`config.mk`:
```
export PLATFORM = sky130hd
export DESIGN_NAME = psk_window_correlator
export DESIGN_NICKNAME = d
export VERILOG_FILES = /design/src/rtl/psk_window_correlator_pkg.sv /design/src/rtl/psk_lo_mixer.sv /design/src/rtl/psk_window_correlator.sv
export SDC_FILE = /design/constraint.sdc
export NUM_CORES = 1
export LEC_CHECK = 0
export BUFFER_PORTS_ARGS = -buffer_cell sky130_fd_sc_hd__buf_2
export CORE_UTILIZATION = 42
export DETAILED_ROUTE_END_ITERATION = 10
export SETUP_SLACK_MARGIN = 0.15
export SYNTH_ARGS = -nofsm -noshare
export SYNTH_HDL_FRONTEND = slang
export SYNTH_SLANG_ARGS = --single-unit
```
`constraint.sdc`:
```
create_clock -name clk -period 3.4 [get_ports clk]
set_clock_uncertainty 0.2 [all_clocks]
set_input_delay 0.34 -clock clk [delete_from_list [all_inputs] [get_ports clk]]
set_output_delay 0.34 -clock clk [all_outputs]
set_load 0.1 [all_outputs]
```
`src/rtl/psk_window_correlator_pkg.sv`:
```
// Constants shared by the window correlator and its window dispatcher:
// local-oscillator phase encoding and window length.
package psk_window_correlator_pkg;

  localparam int WIN_LOG2 = 11;

  localparam logic [1:0] PH_COS_P = 2'd0;
  localparam logic [1:0] PH_SIN_P = 2'd1;
  localparam logic [1:0] PH_COS_N = 2'd2;
  localparam logic [1:0] PH_SIN_N = 2'd3;

endpackage

```
`src/rtl/psk_lo_mixer.sv`:
```
// fs/4 quadrature mixer: a free-running 2-bit phase counter that selects
// which accumulator receives +s or -s on each clock.
module psk_lo_mixer
  import psk_window_correlator_pkg::*;
#(
  parameter int IN_W  = 8,
  parameter int ACC_W = 20
) (
  input  logic                    clk,
  input  logic                    rst_in,
  input  logic                    win_rst,
  input  logic signed [IN_W-1:0]  sample,
  output logic signed [ACC_W-1:0] di,
  output logic signed [ACC_W-1:0] dq
);

  logic [1:0]              ph_r;
  logic signed [ACC_W-1:0] s_ext_s;

  // Phase counter, realigned so the cycle after a window boundary is phase 0.
  always_ff @(posedge clk) begin
    if (rst_in || win_rst) begin
      ph_r <= 2'd0;
    end else begin
      ph_r <= ph_r + 2'd1;
    end
  end

  // Widen before negating so that -(-2^(IN_W-1)) is exact.
  assign s_ext_s = {{(ACC_W-IN_W){sample[IN_W-1]}}, sample};

  // Route the widened sample to I or Q with the sign of the current LO phase.
  always_comb begin
    di = '0;
    dq = '0;
    case (ph_r)
      PH_COS_P: di = s_ext_s;
      PH_SIN_P: dq = s_ext_s;
      PH_COS_N: di = -s_ext_s;
      PH_SIN_N: dq = -s_ext_s;
      default: begin
        di = '0;
        dq = '0;
      end
    endcase
  end

endmodule

```
`src/rtl/psk_window_correlator.sv`:
```
// Windowed I/Q correlator: accumulates the mixed sample stream per window,
// snapshots at each boundary and publishes I, Q, |I|+|Q| on valid/ready.
module psk_window_correlator
  import psk_window_correlator_pkg::*;
#(
  parameter int IN_W  = 8,
  parameter int ACC_W = 20
) (
  input  logic                    clk,
  input  logic                    rst_in,
  input  logic signed [IN_W-1:0]  sample,
  input  logic                    win_rst,
  input  logic                    win_stb,
  output logic signed [ACC_W-1:0] out_i,
  output logic signed [ACC_W-1:0] out_q,
  output logic [ACC_W:0]          out_mag,
  output logic                    out_valid,
  input  logic                    out_ready,
  output logic                    overrun
);

  logic signed [ACC_W-1:0] di_s, dq_s;
  logic signed [ACC_W-1:0] sum_i_s, sum_q_s;
  logic signed [ACC_W-1:0] acc_i_r, acc_q_r;
  logic signed [ACC_W-1:0] snap_i_r, snap_q_r;
  logic [ACC_W:0]          mag_s;
  logic                    load_s;

  // |v| in one extra bit so the most negative value maps onto 2^(ACC_W-1).
  function automatic logic [ACC_W:0] mag_of(input logic signed [ACC_W-1:0] v);
    logic signed [ACC_W:0] w;
    w = {v[ACC_W-1], v};
    if (w[ACC_W]) begin
      mag_of = -w;
    end else begin
      mag_of = w;
    end
  endfunction

  psk_lo_mixer #(
    .IN_W  (IN_W),
    .ACC_W (ACC_W)
  ) u_mixer (
    .clk     (clk),
    .rst_in  (rst_in),
    .win_rst (win_rst),
    .sample  (sample),
    .di      (di_s),
    .dq      (dq_s)
  );

  assign sum_i_s = acc_i_r + di_s;
  assign sum_q_s = acc_q_r + dq_s;
  assign mag_s   = mag_of(snap_i_r) + mag_of(snap_q_r);
  // A publish lands unless an unaccepted result is still being presented.
  assign load_s  = win_stb && (!out_valid || out_ready);

  // Accumulate; the boundary sample closes its window into the snapshot.
  always_ff @(posedge clk) begin
    if (rst_in) begin
      acc_i_r  <= '0;
      acc_q_r  <= '0;
      snap_i_r <= '0;
      snap_q_r <= '0;
    end else if (win_rst) begin
      acc_i_r  <= '0;
      acc_q_r  <= '0;
      snap_i_r <= sum_i_s;
      snap_q_r <= sum_q_s;
    end else begin
      acc_i_r  <= sum_i_s;
      acc_q_r  <= sum_q_s;
    end
  end

  // Output register and handshake; stb reads the pre-boundary snapshot.
  always_ff @(posedge clk) begin
    if (rst_in) begin
      out_i     <= '0;
      out_q     <= '0;
      out_mag   <= '0;
      out_valid <= 1'b0;
      overrun   <= 1'b0;
    end else if (load_s) begin
      out_i     <= snap_i_r;
      out_q     <= snap_q_r;
      out_mag   <= mag_s;
      out_valid <= 1'b1;
    end else if (win_stb) begin
      overrun   <= 1'b1;
    end else if (out_valid && out_ready) begin
      out_valid <= 1'b0;
    end
  end

endmodule

```
==> results by group <==
Run status
  – Status: finished, violations left
  – Failing checks: setup timing

Route
  – Avg Vias per Cell: between 5 and 6
  – Drt wl/cell: between 15 and 20 microns
  – Final wirelength: ~26000 microns
  – Remaining antenna violation count after routing: 0
  – DR iter-0 viols: 485
  – Vias: 8816
  – DRC viols: 0
  – Drt first pass iters: 5

Yosys
  – Net Count, Synth: roughly 1200
  – Post-synth top flop: dfxtp_1
  – Mapped Cells: 1154
  – Seq/Total Area, Yosys: about 32%
  – Synthesized area per cell: ~8 sq um
  – Count of flip-flops with a built-in enable after synthesis: 0
  – Syn. warnings: 0
  – Synth Cell Area: about 9000 sq um
  – Number of synthesized register bits: roughly 150
  – Fraction of registers with async set/reset: 0%
  – Library cells used by synthesis: slightly below 70

Clocking
  – Buffers from clock root to sink, at most: 2
  – Worst skew pair latency: about 0.44 ns
  – CTS Buf Count: 17
  – Clk pin slew, worst setup/hold paths: ~0.06 ns
  – H-tree depth: 4
  – Clock root buffer: clkbuf_16
  – Clock Sink Count: around 150
  – TritonCTS clock tree: yes

Global routing
  – First-pass GRT wire length: approximately 41000 microns
  – Largest net degree at the start of global routing: about 70
  – Antenna violations before repair: 0
  – Vias in the first global route: about 8100
  – Gr ovfl total: 0
  – All-Layer GR Usage: about a quarter

Hold path
  – Worst hold path class: in2reg

Floorplan
  – Row count: 53
  – Die Y: roughly 150 microns
  – Die footprint: ~22000 sq um
  – Ports: 76
  – Core Area: 21000 sq um
  – Die Width: about 150 microns
  – Initial Utilization: between 40 and 50%

Placement
  – Post-DP HPWL: 19800 microns
  – IO buf count: 75
  – GP Congestion: about 0.90

Critical path
  – Worst EP arrival: 3.81 ns
  – Startpoint type of the worst setup path: flop
  – Worst Setup End Kind: flop
  – Slowest-stage cell, CP: or4_4
  – Crit path cell chain: or4_4 > or3_4 > or2_1 > or3_4 > o31ai_4 > xnor2_1 > ha_1 > nand2_1 > or4_4 > o21ai_2 > xor2_1 > a22o_1
  – Critical Path Max Stage Delay: approximately 0.53 ns
  – CP Max Fanout: 3
  – CP Class: reg2reg
  – Worst path required time: between 3 and 4 ns

Timing
  – Slew HR: a little under half
  – RSZ-0062 raised after global routing: yes
  – Final Critical Period: 3.68 ns
  – Final Hold Viols: 0
  – Worst-Margin Slew: around 0.8 ns
  – Max Slew Vio Count: 0
  – Fin crit share: 108%
  – Final worst slack: -0.279 ns
  – Hold Worst Slack: between 0.05 and 0.06 ns
  – Setup-failing EPs final: 3
  – Peak Freq: ~270 MHz

Power and ir drop
  – VDD IR max: between 0.3 and 0.4 mV
  – Leak: about 0.005 uW
  – Power density of the placed cells: around 470 nW/um^2
  – Overall power: 5590 uW

Cells and area
  – Antenna Diode Count: 0
  – Fill count: approximately 1900
  – Layout cells sized above 1: 26.2%
  – Final #Nets: 1425
  – Area delta synth->final: 30.6%
  – Finished Core Util: a little under three fifths

Flow run
  – Max-cap violations: 0
[report_power, final]
part / switching [uW] / internal [uW] / total, uW
clock network: 837 / 1110 / 1940
logic: 1120 / 642 / 1770
registers: 74.7 / 1810 / 1880
[synthesized netlist by cell type, drive strengths merged (11+ instances only)]
| cell | number | area share, % |
|---|---|---|
| nor2 | 84 | 3.5 |
| or3 | 12 | 0.94 |
| nand3 | 20 | 1.1 |
| nor3 | 17 | 0.94 |
| o21a | 15 | 1.2 |
| clkbuf | 51 | 2.1 |
| o31ai | 18 | 1.7 |
| a21o | 26 | 2.2 |
| a211oi | 13 | 1.1 |
| o211ai | 11 | 0.92 |
| ha | 67 | 9.3 |
| nand2 | 203 | 8.4 |
| dfxtp | 145 | 32 |
| nand2b | 11 | 0.76 |
| o21ai | 76 | 4.2 |
| xor2 | 20 | 1.9 |
| nor2b | 15 | 1.0 |
| a21oi | 113 | 6.3 |
| xnor2 | 53 | 5.1 |
| inv | 30 | 1.2 |
| mux2i | 19 | 2.1 |
| nand4 | 13 | 0.90 |
[placed cells by master, fill, tap and decap left out, drive strengths merged, types with 11 or more instances in the layout]
cell type / count
a211oi: 13
a21o: 26
a21oi: 113
buf: 225
clkbuf: 18
dfxtp: 145
ha: 67
inv: 40
mux2i: 19
nand2: 203
nand2b: 11
nand3: 20
nand4: 13
nor2: 84
nor2b: 15
nor3: 17
o211ai: 11
o21a: 15
o21ai: 76
o31ai: 18
or3: 12
xnor2: 53
xor2: 20
[repair_timing]
action | CTS | global route
resized for setup | 20 | 79
pin swaps | 5 | 24
buffers inserted | 6 | 4
endpoints found under the setup margin | 24 | 55
endpoints found under the hold margin | 2 | 0
hold buffers | 2 | 0
[through the flow]
stage / area, sq um / cells / setup TNS (ns) / setup slack [ns]
floorplan: 9140 / 1154 / -0.377 / -0.294
global route: 11800 / 1629 / -1.39 / -0.408
global placement: 10700 / 1586 / -4.11 / -0.261
CTS: 11400 / 1625 / -0.655 / -0.280
detailed placement: 10700 / 1586 / -5.70 / -0.313
finish: 11800 / 1629 / -0.642 / -0.279
[routing by layer]
| metal | up-vias | share of wire [%] | global-route usage (%) |
|---|---|---|---|
| li1 | 4482 | - | - |
| met1 | 4129 | 47 | 31.7 |
| met2 | 178 | 47 | 40.2 |
| met3 | 27 | 3.9 | 2.64 |
| met4 | 0 | 1.9 | 7.99 |
| met5 | - | 0 | 0 |
[critical path, delay by kind of cell, from the launching register on]
family          cells  cell delay, ns
flops               1            0.32
simple gates        6            2.04
xor+xnor            2            0.18
compound gates      3            0.56
fa+ha+maj           1            0.30
[sequential cells by signal, indices dropped and copies added (netlist names)]
signal	cells
out_mag	21
acc_i_r	20
acc_q_r	20
out_i	20
out_q	20
snap_i_r	20
snap_q_r	20
u_mixer.ph_r	2
out_valid	1
overrun	1
[kinds of logic after synthesis]
kind of cell    after synthesis  share of synthesized area (%)
compound gates              333                           23.3
mux                          19                           2.11
simple gates                425                           21.6
buf+inv                      89                           3.80
fa+ha+maj                    70                           9.96
xor+xnor                     73                           7.09
flops                       145                           32.2
[path summary, 6_finish.rpt]
path / from / end / slack (ns) / cells past startpoint
worst min register to register: out_mag[12] / out_mag[12] / 0.25 / 2
worst max register to register: snap_q_r[7] / out_mag[19] / -0.28 / 12
worst min-delay path: out_ready / overrun / 0.05 / 4
worst max-delay path: snap_q_r[7] / out_mag[19] / -0.28 / 12
[layout make-up]
type | count | area (sq um) | share of cell area [%]
Tap cell | 275 | 344 | 2.92
Clock inverter | 14 | 168 | 1.42
Clock buffer | 17 | 425 | 3.61
Multi-Input combinational cell | 920 | 6240 | 53.0
Inverter | 30 | 138 | 1.17
Sequential cell | 145 | 2910 | 24.7
Timing Repair Buffer | 228 | 1560 | 13.2
Note: power is estimated with default switching activity, not from simulation.
